**src/rtl/processor_control_unit_if.sv**
```systemverilog
// Bus between the control unit and the datapath: instruction-memory fetch,
// data-memory controls, and register-file/ALU sequencing signals.
interface processor_control_unit_if #(
  parameter int PC_W = 7
);
  logic [15:0]     im_data;
  logic [PC_W-1:0] im_addr;
  logic [7:0]      d_addr;
  logic            d_rd;
  logic            d_wr;
  logic            rf_s;
  logic [3:0]      rf_w_addr;
  logic            rf_w_en;
  logic [3:0]      rf_ra_addr;
  logic            rf_ra_en;
  logic [3:0]      rf_rb_addr;
  logic            rf_rb_en;
  logic [2:0]      alu_s;
  logic [3:0]      state_out;

  // Control unit side: drives addresses, enables and selects.
  modport master (
    input  im_data,
    output im_addr, d_addr, d_rd, d_wr, rf_s,
    output rf_w_addr, rf_w_en, rf_ra_addr, rf_ra_en,
    output rf_rb_addr, rf_rb_en, alu_s, state_out
  );

  // Datapath / memory side: supplies instructions, consumes controls.
  modport slave (
    output im_data,
    input  im_addr, d_addr, d_rd, d_wr, rf_s,
    input  rf_w_addr, rf_w_en, rf_ra_addr, rf_ra_en,
    input  rf_rb_addr, rf_rb_en, alu_s, state_out
  );
endinterface

```
**src/rtl/processor_control_unit.sv**
```systemverilog
// Multi-cycle control unit: fetches 16-bit instructions into an IR, decodes
// them and sequences register-file, ALU and data-memory controls one
// instruction at a time. All outputs are decoded from registered state and IR.
module processor_control_unit #(
  parameter int PC_W    = 7,
  parameter int INIT_PC = 0
) (
  input  logic                     clock,
  input  logic                     reset,
  processor_control_unit_if.master bus
);

  typedef enum logic [3:0] {
    S_INIT   = 4'd0,
    S_FETCH  = 4'd1,
    S_DECODE = 4'd2,
    S_NOOP   = 4'd3,
    S_LOAD_A = 4'd4,
    S_LOAD_B = 4'd5,
    S_STORE  = 4'd6,
    S_ADD    = 4'd7,
    S_SUB    = 4'd8,
    S_HALT   = 4'd9
  } state_t;

  localparam logic [3:0] OP_STORE = 4'd1;
  localparam logic [3:0] OP_LOAD  = 4'd2;
  localparam logic [3:0] OP_ADD   = 4'd3;
  localparam logic [3:0] OP_SUB   = 4'd4;
  localparam logic [3:0] OP_HALT  = 4'd5;

  localparam logic [PC_W-1:0] PC_RST = PC_W'(INIT_PC);

  state_t          r_state;
  state_t          w_next_state;
  logic [PC_W-1:0] r_pc;
  logic [15:0]     r_ir;
  logic [3:0]      w_opcode;

  assign w_opcode = r_ir[15:12];

  // State register; reset forces INIT immediately, which zeroes all controls.
  always_ff @(posedge clock or negedge reset) begin
    if (!reset) begin
      r_state <= S_INIT;
    end else begin
      r_state <= w_next_state;
    end
  end

  // PC and IR load together only while leaving FETCH; PC wraps naturally.
  always_ff @(posedge clock or negedge reset) begin
    if (!reset) begin
      r_pc <= PC_RST;
      r_ir <= 16'h0000;
    end else if (r_state == S_FETCH) begin
      r_pc <= r_pc + 1'b1;
      r_ir <= bus.im_data;
    end
  end

  // Next-state logic; unknown opcodes fall into NOOP, HALT is terminal.
  always_comb begin
    w_next_state = r_state;
    case (r_state)
      S_INIT:   w_next_state = S_FETCH;
      S_FETCH:  w_next_state = S_DECODE;
      S_DECODE: begin
        case (w_opcode)
          OP_STORE: w_next_state = S_STORE;
          OP_LOAD:  w_next_state = S_LOAD_A;
          OP_ADD:   w_next_state = S_ADD;
          OP_SUB:   w_next_state = S_SUB;
          OP_HALT:  w_next_state = S_HALT;
          default:  w_next_state = S_NOOP;
        endcase
      end
      S_NOOP:   w_next_state = S_FETCH;
      S_LOAD_A: w_next_state = S_LOAD_B;
      S_LOAD_B: w_next_state = S_FETCH;
      S_STORE:  w_next_state = S_FETCH;
      S_ADD:    w_next_state = S_FETCH;
      S_SUB:    w_next_state = S_FETCH;
      S_HALT:   w_next_state = S_HALT;
      default:  w_next_state = S_INIT;
    endcase
  end

  // Output decode from state and IR only; everything defaults to zero.
  always_comb begin
    bus.d_addr     = 8'h00;
    bus.d_rd       = 1'b0;
    bus.d_wr       = 1'b0;
    bus.rf_s       = 1'b0;
    bus.rf_w_addr  = 4'h0;
    bus.rf_w_en    = 1'b0;
    bus.rf_ra_addr = 4'h0;
    bus.rf_ra_en   = 1'b0;
    bus.rf_rb_addr = 4'h0;
    bus.rf_rb_en   = 1'b0;
    bus.alu_s      = 3'd0;
    case (r_state)
      S_LOAD_A: begin
        // Memory read issued here; data is valid in LOAD_B.
        bus.d_addr = r_ir[11:4];
        bus.d_rd   = 1'b1;
      end
      S_LOAD_B: begin
        bus.d_addr    = r_ir[11:4];
        bus.d_rd      = 1'b1;
        bus.rf_s      = 1'b1;
        bus.rf_w_addr = r_ir[3:0];
        bus.rf_w_en   = 1'b1;
      end
      S_STORE: begin
        // Register A passes through the ALU onto the memory write bus.
        bus.d_addr     = r_ir[7:0];
        bus.rf_ra_addr = r_ir[11:8];
        bus.rf_ra_en   = 1'b1;
        bus.alu_s      = 3'd0;
        bus.d_wr       = 1'b1;
      end
      S_ADD, S_SUB: begin
        bus.rf_ra_addr = r_ir[11:8];
        bus.rf_ra_en   = 1'b1;
        bus.rf_rb_addr = r_ir[7:4];
        bus.rf_rb_en   = 1'b1;
        bus.alu_s      = (r_state == S_ADD) ? 3'd1 : 3'd2;
        bus.rf_s       = 1'b0;
        bus.rf_w_addr  = r_ir[3:0];
        bus.rf_w_en    = 1'b1;
      end
      default: begin
      end
    endcase
  end

  assign bus.im_addr   = r_pc;
  assign bus.state_out = r_state;

endmodule

```
**src/flat_wrapper.sv**
```systemverilog
// flat-port wrapper written by rule: the top's interface ports become plain ports
module processor_control_unit_flat 
#(
  parameter int PC_W    = 7,
  parameter int INIT_PC = 0
)
  (clock, reset, bus_im_data, bus_im_addr, bus_d_addr, bus_d_rd, bus_d_wr, bus_rf_s, bus_rf_w_addr, bus_rf_w_en, bus_rf_ra_addr, bus_rf_ra_en, bus_rf_rb_addr, bus_rf_rb_en, bus_alu_s, bus_state_out);
  processor_control_unit_if #(.PC_W(PC_W)) bus_i ();
  input  logic clock;
  input  logic reset;
  input wire logic [$bits(bus_i.im_data)-1:0] bus_im_data;
  output wire logic [$bits(bus_i.im_addr)-1:0] bus_im_addr;
  output wire logic [$bits(bus_i.d_addr)-1:0] bus_d_addr;
  output wire logic [$bits(bus_i.d_rd)-1:0] bus_d_rd;
  output wire logic [$bits(bus_i.d_wr)-1:0] bus_d_wr;
  output wire logic [$bits(bus_i.rf_s)-1:0] bus_rf_s;
  output wire logic [$bits(bus_i.rf_w_addr)-1:0] bus_rf_w_addr;
  output wire logic [$bits(bus_i.rf_w_en)-1:0] bus_rf_w_en;
  output wire logic [$bits(bus_i.rf_ra_addr)-1:0] bus_rf_ra_addr;
  output wire logic [$bits(bus_i.rf_ra_en)-1:0] bus_rf_ra_en;
  output wire logic [$bits(bus_i.rf_rb_addr)-1:0] bus_rf_rb_addr;
  output wire logic [$bits(bus_i.rf_rb_en)-1:0] bus_rf_rb_en;
  output wire logic [$bits(bus_i.alu_s)-1:0] bus_alu_s;
  output wire logic [$bits(bus_i.state_out)-1:0] bus_state_out;
  assign bus_i.im_data = bus_im_data;
  assign bus_im_addr = bus_i.im_addr;
  assign bus_d_addr = bus_i.d_addr;
  assign bus_d_rd = bus_i.d_rd;
  assign bus_d_wr = bus_i.d_wr;
  assign bus_rf_s = bus_i.rf_s;
  assign bus_rf_w_addr = bus_i.rf_w_addr;
  assign bus_rf_w_en = bus_i.rf_w_en;
  assign bus_rf_ra_addr = bus_i.rf_ra_addr;
  assign bus_rf_ra_en = bus_i.rf_ra_en;
  assign bus_rf_rb_addr = bus_i.rf_rb_addr;
  assign bus_rf_rb_en = bus_i.rf_rb_en;
  assign bus_alu_s = bus_i.alu_s;
  assign bus_state_out = bus_i.state_out;
  processor_control_unit #(.PC_W(PC_W), .INIT_PC(INIT_PC)) u_core (.clock(clock), .reset(reset), .bus(bus_i));
endmodule
```
**config.mk**
```make
export PLATFORM = sky130hd
export DESIGN_NAME = processor_control_unit_flat
export DESIGN_NICKNAME = d
export VERILOG_FILES = /design/src/rtl/processor_control_unit_if.sv /design/src/rtl/processor_control_unit.sv /design/src/flat_wrapper.sv
export SDC_FILE = /design/constraint.sdc
export NUM_CORES = 1
export LEC_CHECK = 0
export CORE_ASPECT_RATIO = 0.6
export CORE_UTILIZATION = 40
export CTS_CLUSTER_SIZE = 14
export DETAILED_ROUTE_END_ITERATION = 8
export DONT_BUFFER_PORTS = 1
export SETUP_SLACK_MARGIN = 0.02
export SYNTH_ARGS = -nofsm -noshare
export SYNTH_HDL_FRONTEND = slang
export SYNTH_SLANG_ARGS = --single-unit
```
**constraint.sdc**
```tcl
create_clock -name clock -period 1.7 [get_ports clock]
set_input_delay 0.34 -clock clock [delete_from_list [all_inputs] [get_ports clock]]
set_output_delay 0.34 -clock clock [all_outputs]
set_load 0.1 [all_outputs]
```
* Word-level counts from Yosys, hierarchy flattened
Index checks and enable logic that the tools add are counted.
** Storage, ports and cells
- Bits in registers :: 27
- Latch bits :: 0
- Bits in writable memories :: 0
- ROM bits :: 0
- Bits of input ports :: 18
- Output and inout port bits :: 40
- Word-level logic and storage cells :: 38
- Memories :: 0
** Cells by class
- Add/subtract/negate cells :: 1
- Multipliers :: 0
- Divide/modulo/power cells :: 0
- Order comparisons :: 0
- Equality and inequality tests :: 14
- Shift-type cells :: 0
- Mux-type cells :: 14
- Bitwise logic cells :: 0
- Reduce and logical (&&, ||, !) cells :: 6
** Operators by type and width (count)
- one-hot mux 4 bit (5 select lines) :: 2
- == test 4 x 3 -> 1 bit, second input constant :: 6
- == test 4 x 2 -> 1 bit, second input constant :: 4
- one-hot mux 8 bit (2 select lines) :: 1
- two-way mux 4 bit :: 3
- == test 4 x 1 -> 1 bit, second input constant :: 2
- == test 4 bit, second input constant :: 2
- adder 7 x 1 -> 7 bit, second input constant :: 1
- two-way mux 1 bit :: 6
- OR reduction 3 bit :: 2
- OR reduction 6 bit :: 1
- zero test 4 bit :: 1
- OR reduction 2 bit :: 2
- two-way mux 3 bit :: 1
- two-way mux 2 bit :: 1

* Depth between registers and ports, before layout
Gate-level depths: netlist of the first run.
- Depth after elaboration :: 3
- Depth in mapped cells :: 5
- Depth with buffers taken out :: 4

* Least setup slack after synthesis of the first run
Ideal clock, no wire load.
- Kind :: reg-to-output
- From :: reg u_core.r_state[2] (netlist: u_core.bus.state_out[2])
- To :: out bus_rf_rb_addr[0]
- Data arrival time :: 3.933 ns
- Required time :: 1.360 ns
- Path slack :: -2.573 ns
- Cell stages (with the launch flop) :: 5
- Buffers on the path :: 1
- Cells stage by stage :: dfrtp_1 -> buf_2 -> and4b_1 -> nand2b_1 -> and2_1
** Between the ends
- Longest elaborated chain between the ends :: 3
- Elaborated cells on any way between the ends :: 4
- Those cells by class :: eq/ne (2); mux (1); reduce/logical (1)
** RTL lines
- from (decl) :: RTL line processor_control_unit.sv:34 : state_t r_state;
- from (signal assigned) :: RTL line processor_control_unit.sv:47 : r_state <= w_next_state;
- == test 4 bit or == test 4 x 3 -> 1 bit (tied branches) :: RTL line processor_control_unit.sv:102 : case (r_state)
- OR reduction 2 bit (*) :: RTL line processor_control_unit.sv:102
- two-way mux 4 bit (*) :: RTL line processor_control_unit.sv:102
- to (decl) :: RTL line flat_wrapper.sv:21 : output wire logic [$bits(bus_i.rf_rb_addr)-1:0] bus_rf_rb_addr;
Every way passes the cells marked *; elsewhere a longest branch is shown, timed or not.

* Worst setup path in the final report of the first run
- From :: reg u_core.r_state[1] (netlist: u_core.bus.state_out[1])
- To :: out bus_rf_rb_addr[3]
Same word-level chain as after synthesis.

==> results_dict.tcl, run 1 <==
set metrics [dict create \
    gp_congestion 0.802 \
    critPathCaptureType "output port" \
    ant_nets 0 \
    hold_class "input pin to flop" \
    cpLargestDelayFamily "simple AND/OR/NAND/NOR gates" \
    synth_nets 136 \
    violations "setup timing" \
    finalCriticalPeriod_ns 2.23 \
    grt_max_degree 28 \
    required_ns 1.36 \
    grt_pass1_wl_mm 5.52 \
    r2r_slack_ns -0.01 \
    cts_buffers 3 \
    period_share_pct 131 \
    die_area_um2 3750 \
    holdPathEnd "u_core.r_ir[14]" \
    nFillCells 240 \
    ys_types 31 \
    cp.depth 4 \
    rsz0062_at_grt "true" \
    cp_max_fo 5 \
    synthesis.instances 117 \
    layout.cell_area.non_filler_um2 2300 \
    coreArea_um2 3300 \
    status "finished, violations left" \
    ys_seq_area_share_pct 48.3 \
    ctsRootBufferMaster "clkbuf_8" \
    route.detailed.drc 0 \
    totalWireLength_mm 3.83 \
    via_count 1099 \
    clock_path_buffers 2 \
    routedWlPerCell_um 18.7 \
    final.setup.worst_slack_ns -0.533 \
    drive_above_1_share_pct 66.9 \
    worstSetupStartpointType "flop" \
    initial_utilization_pct 42.3 \
    worstReg2RegStart "u_core.bus.state_out[3]" \
    path_cells "or4b_4 > buf_6 > nand2b_4 > and2_4" \
    setup_violations 29 \
    syn-cell-area_um2 1400 \
    avgViaCountPerCell 5.36 \
    critical-path-max-stage-delay_ns 0.54 \
    worstSkewPairLatency_ns 0.28 \
    io_pins 58 \
    mostFrequentLayoutCell "dfrtp_1" \
    cp_slowest_cell "or4b_4" \
    syn2layout_area_growth_pct 64.3 \
    cap_viol_max_count 0 \
    ff2ff_path_depth 6 \
    whs_path_depth 1 \
    final_cell_mix "22 x dfrtp_1, 20 x buf_4, 16 x mux2_4, 13 x and2_4, 12 x buf_12" \
    clock-sinks 27 \
    portBuffers 0 \
    hold_violations 0 \
    dp_hpwl_mm 2.60 \
    cts_tree "built" \
    place_area_um2 1920 \
    dr.pass1.iters 4 \
    clk_pin_slew_ns 0.10 \
    ys_ff_latch 27 \
    grt_pass1_vias 1018 \
    finClkSkew_ns 0.00486 \
    timing.rr.end "u_core.r_ir[10]" \
    drt_iter0_markers 84 \
    die_x_um 78.3 \
    crit_type "flop to output port" \
    insertedDiodeCount 0 \
    rows 16 \
    yosysWarnings 0 \
    arrival_ns 1.89 \
    grt_antenna_before_repair 0 \
    min_from "bus_im_data[14]" \
    die_h_um 47.8 \
    track_usage_pct 20.2 \
    fmax_mhz 448 \
    grt-ovfl-total 0 \
    report.final.slew_viol_count 0 \
    avgSynthCellArea_um2 12.0 \
    fin_nets 180 \
    hold-worst-slack_ns 0.201 \
    htreeDepth 1 \
    cp.buffers_inverters 1 \
]
cell usage after synthesis:
master      n  area (um2)
nor3b_2     1        12.5
buf_2       2        10.0
xor2_1      2        17.5
and3_1      3        18.8
or4_1       1        7.51
o41ai_1     1        8.76
nand4_1     2        12.5
o2111ai_1   1        8.76
o21ai_0     2        10.0
or3b_2      1        8.76
ha_1        1        12.5
nor3_1      2        10.0
nor4b_4     1        23.8
nand2_1     5        18.8
buf_4       2        15.0
nor2_1      1        3.75
a21oi_1     2        10.0
inv_1       2        7.51
or4b_1      1        10.0
xnor2_1     5        43.8
nand3b_1    3        22.5
o211ai_1    1        7.51
conb_1      1        3.75
buf_6       3        33.8
mux2_2     17         191
and2_1     13        81.3
and4b_1     1        10.0
dfrtp_1    27         676
a211oi_1    1        7.51
a22o_1      8        70.1
nand2b_1    4        25.0
state kept, by name, summed over array words and instances, names as in the netlist:
name	flops
u_core.bus.im_addr	7
u_core.bus.state_out	4
u_core.r_ir	16
what timing repair did:
action,CTS,global route
hold buffers,2,0
gates cloned,4,0
pin swaps,6,4
endpoints found under the hold margin,27,0
resized for setup,32,7
buffers inserted,10,3
endpoints found under the setup margin,53,49
layout make-up:
| type | count | area, um2 | area share [%] |
|---|---|---|---|
| inverter | 2 | 11.3 | 0.490 |
| tap | 45 | 56.3 | 2.45 |
| clock buffer | 3 | 41.3 | 1.80 |
| timing repair buffer | 46 | 597 | 26.0 |
| multi-input combinational | 81 | 893 | 38.9 |
| clock inverter | 1 | 7.51 | 0.327 |
| sequential | 27 | 692 | 30.1 |
through the flow:
step | utilization [%] | std cells | worst slack (ns) | TNS, ns
floorplan | - | 117 | -1.09 | -28.48
global placement | 58.0 | 185 | -0.234 | -5.25
detailed placement | 58.0 | 185 | -0.242 | -5.51
CTS | 69.0 | 204 | -0.531 | -12.95
global route | 69.6 | 205 | -0.585 | -14.75
finish | 69.6 | 205 | -0.533 | -12.73
worst max path at each step:
| stage | startpoint | endpoint | slack, ns |
|---|---|---|---|
| after floorplan | u_core.bus.state_out[3] | bus_rf_s | -1.09 |
| after global placement | u_core.bus.state_out[1] | bus_rf_rb_addr[1] | -0.23 |
| after detailed placement | u_core.bus.state_out[1] | bus_rf_rb_addr[3] | -0.24 |
| after CTS | u_core.bus.state_out[1] | bus_rf_rb_addr[3] | -0.53 |
| after global routing | u_core.bus.state_out[1] | bus_rf_rb_addr[2] | -0.58 |
| final | u_core.bus.state_out[1] | bus_rf_rb_addr[3] | -0.53 |
cells by family (layout without fill, tap and decap cells):
family                   after synthesis  after routing  share of synthesized area, %
buffers and inverters                  9             52                          4.74
XOR/XNOR                               7              7                          4.38
AO/OA/AOI/OAI                         16             16                          8.77
adder cells (fa/ha/maj)                1              1                         0.894
other                                  1              1                         0.268
AND/OR/NAND/NOR                       39             39                          19.0
flip-flops                            27             27                          48.3
multiplexers                          17             17                          13.7
per-layer routing:
metal / vias up / share of wire (%) / track usage, %
li1: 507 / - / -
met1: 551 / 48 / 29.5
met2: 39 / 47 / 30.9
met3: 2 / 4.9 / 4.76
met4: 0 / 0.50 / 4.44
met5: - / 0 / 0
Power of run 1 is left out: the tool's default activity adds up to more than one toggle a clock period on the data nets, which glitch-free logic cannot reach.
==> run 2, diff against run 1 <==
ABC_CLOCK_PERIOD_IN_PS = 1700   (was not set)
TNS_END_PERCENT = 30   (was not set)
==> run 2 against run 1 <==
Compared with the run above: the flow still finishes with violations (setup timing); maximum frequency fell by 0.65%; clock skew rose by 0.00076 ns; design area is 14% lower; global-route usage decreased by 2.1 points; via count is 6.5% lower; first-iteration DRC count fell by 54%; utilization is 10 points lower; critical path depth stayed put; cell count decreased by 7.3%; wire length is 15% lower.
==> results_dict.tcl, run 2 (synthesis results as in run 1) <==
set metrics [dict create \
    setup_violations 46 \
    crit_type "flop to output port" \
    finClkSkew_ns 0.00562 \
    route.detailed.drc 0 \
    critPathCaptureType "output port" \
    grt-ovfl-total 0 \
    io_pins 58 \
    cts_buffers 3 \
    report.final.slew_viol_count 0 \
    rows 16 \
    final_cell_mix "23 x dfrtp_1, 17 x buf_4, 16 x mux2_2, 13 x and2_4" \
    syn2layout_area_growth_pct 40.6 \
    grt_pass1_wl_mm 4.89 \
    clock_path_buffers 2 \
    via_count 1028 \
    avgViaCountPerCell 5.41 \
    drive_above_1_share_pct 60.0 \
    cts_tree "built" \
    arrival_ns 1.91 \
    hold_violations 0 \
    clk_pin_slew_ns 0.10 \
    worstSetupStartpointType "flop" \
    cp_max_fo 5 \
    fin_nets 165 \
    cap_viol_max_count 0 \
    worstSkewPairLatency_ns 0.28 \
    clock-sinks 27 \
    ctsRootBufferMaster "clkbuf_8" \
    routedWlPerCell_um 17.2 \
    portBuffers 0 \
    status "finished, violations left" \
    insertedDiodeCount 0 \
    die_h_um 47.8 \
    dp_hpwl_mm 2.39 \
    gp_congestion 0.814 \
    coreArea_um2 3300 \
    totalWireLength_mm 3.26 \
    largest_reg_flops 16 \
    grt_max_degree 28 \
    die_area_um2 3750 \
    mostFrequentLayoutCell "dfrtp_1" \
    drt_iter0_markers 39 \
    dr.pass1.iters 4 \
    fin_setup_tns_ns -14.11 \
    final.setup.worst_slack_ns -0.548 \
    grt_antenna_before_repair 0 \
    required_ns 1.36 \
    track_usage_pct 18.1 \
    fmax_mhz 445 \
    finalCriticalPeriod_ns 2.25 \
    regMostFlops "u_core.r_ir" \
    grt_pass1_vias 945 \
    period_share_pct 132 \
    ant_nets 0 \
    final_cells 190 \
    die_x_um 78.3 \
    initial_utilization_pct 42.3 \
    hold_class "input pin to flop" \
    htreeDepth 1 \
    place_inst 183 \
    rsz0062_at_grt "true" \
    violations "setup timing" \
]
run 2: cell types whose count changed in the layout (fill, tap and decap cells not counted), moves of 2 or more:
cell        before  now
clkinvlp_4       2    0
nand2_2          3    1
nand2_8          2    0
buf_16           2    0
mux2_4          16    1
buf_6            9    4
mux2_2           1   16
buf_12          12    8
nand2_1          0    3
buf_4           20   17
run 2: critical path, stage by stage, from the launching register on:
cell,delay [ns]
dfrtp_4,0.48
or4b_4,0.57
buf_6,0.15
nand2_4,0.08
and2_4,0.34
run 2: cell type report:
class / count / area, um2
Fill cell: 271 / 1340
Clock inverter: 1 / 8.76
Multi-Input combinational cell: 81 / 807
Tap cell: 45 / 56.3
Timing Repair Buffer: 31 / 358
Inverter: 2 / 7.51
Sequential cell: 27 / 688
Clock buffer: 3 / 41.3
run 2: timing repair:
item,CTS,global route
hold buffers,2,0
endpoints found under the hold margin,27,0
pin swaps,5,7
setup endpoints to repair,49,45
setup buffers,0,1
resized for setup,19,3
run 2: layer usage:
layer  track usage (%)  up-vias  wire, um
met5                 0        -         0
met4              4.44        0        28
met3              6.67        4       259
met2              28.1       40      1500
met1              24.5      512      1480
li1                  -      472         -
run 2: per-stage QoR:
stage	area, um2	hold slack, ns	worst slack, ns	utilization [%]
floorplan	1560	0.0444	-1.09	-
global placement	1790	0.0449	-0.280	54.2
detailed placement	1790	0.0451	-0.308	54.2
CTS	1940	0.195	-0.556	58.8
global route	1970	0.186	-0.586	59.5
finish	1970	0.201	-0.548	59.5
run 2: final timing paths:
kind / startpoint / endpoint / slack (ns) / cells after the start
max: u_core.bus.state_out[1] / bus_rf_ra_addr[2] / -0.55 / 4
min: bus_im_data[14] / u_core.r_ir[14] / 0.20 / 1
max reg2reg: u_core.bus.state_out[1] / u_core.r_ir[12] / -0.08 / 5
min reg2reg: u_core.bus.im_addr[5] / u_core.bus.im_addr[5] / 0.49 / 1
max in group asynchronous: reset / u_core.bus.state_out[1] / 1.01 / 2
min in group asynchronous: reset / u_core.r_ir[5] / 0.52 / 2
Power of run 2 is left out for the same reason.
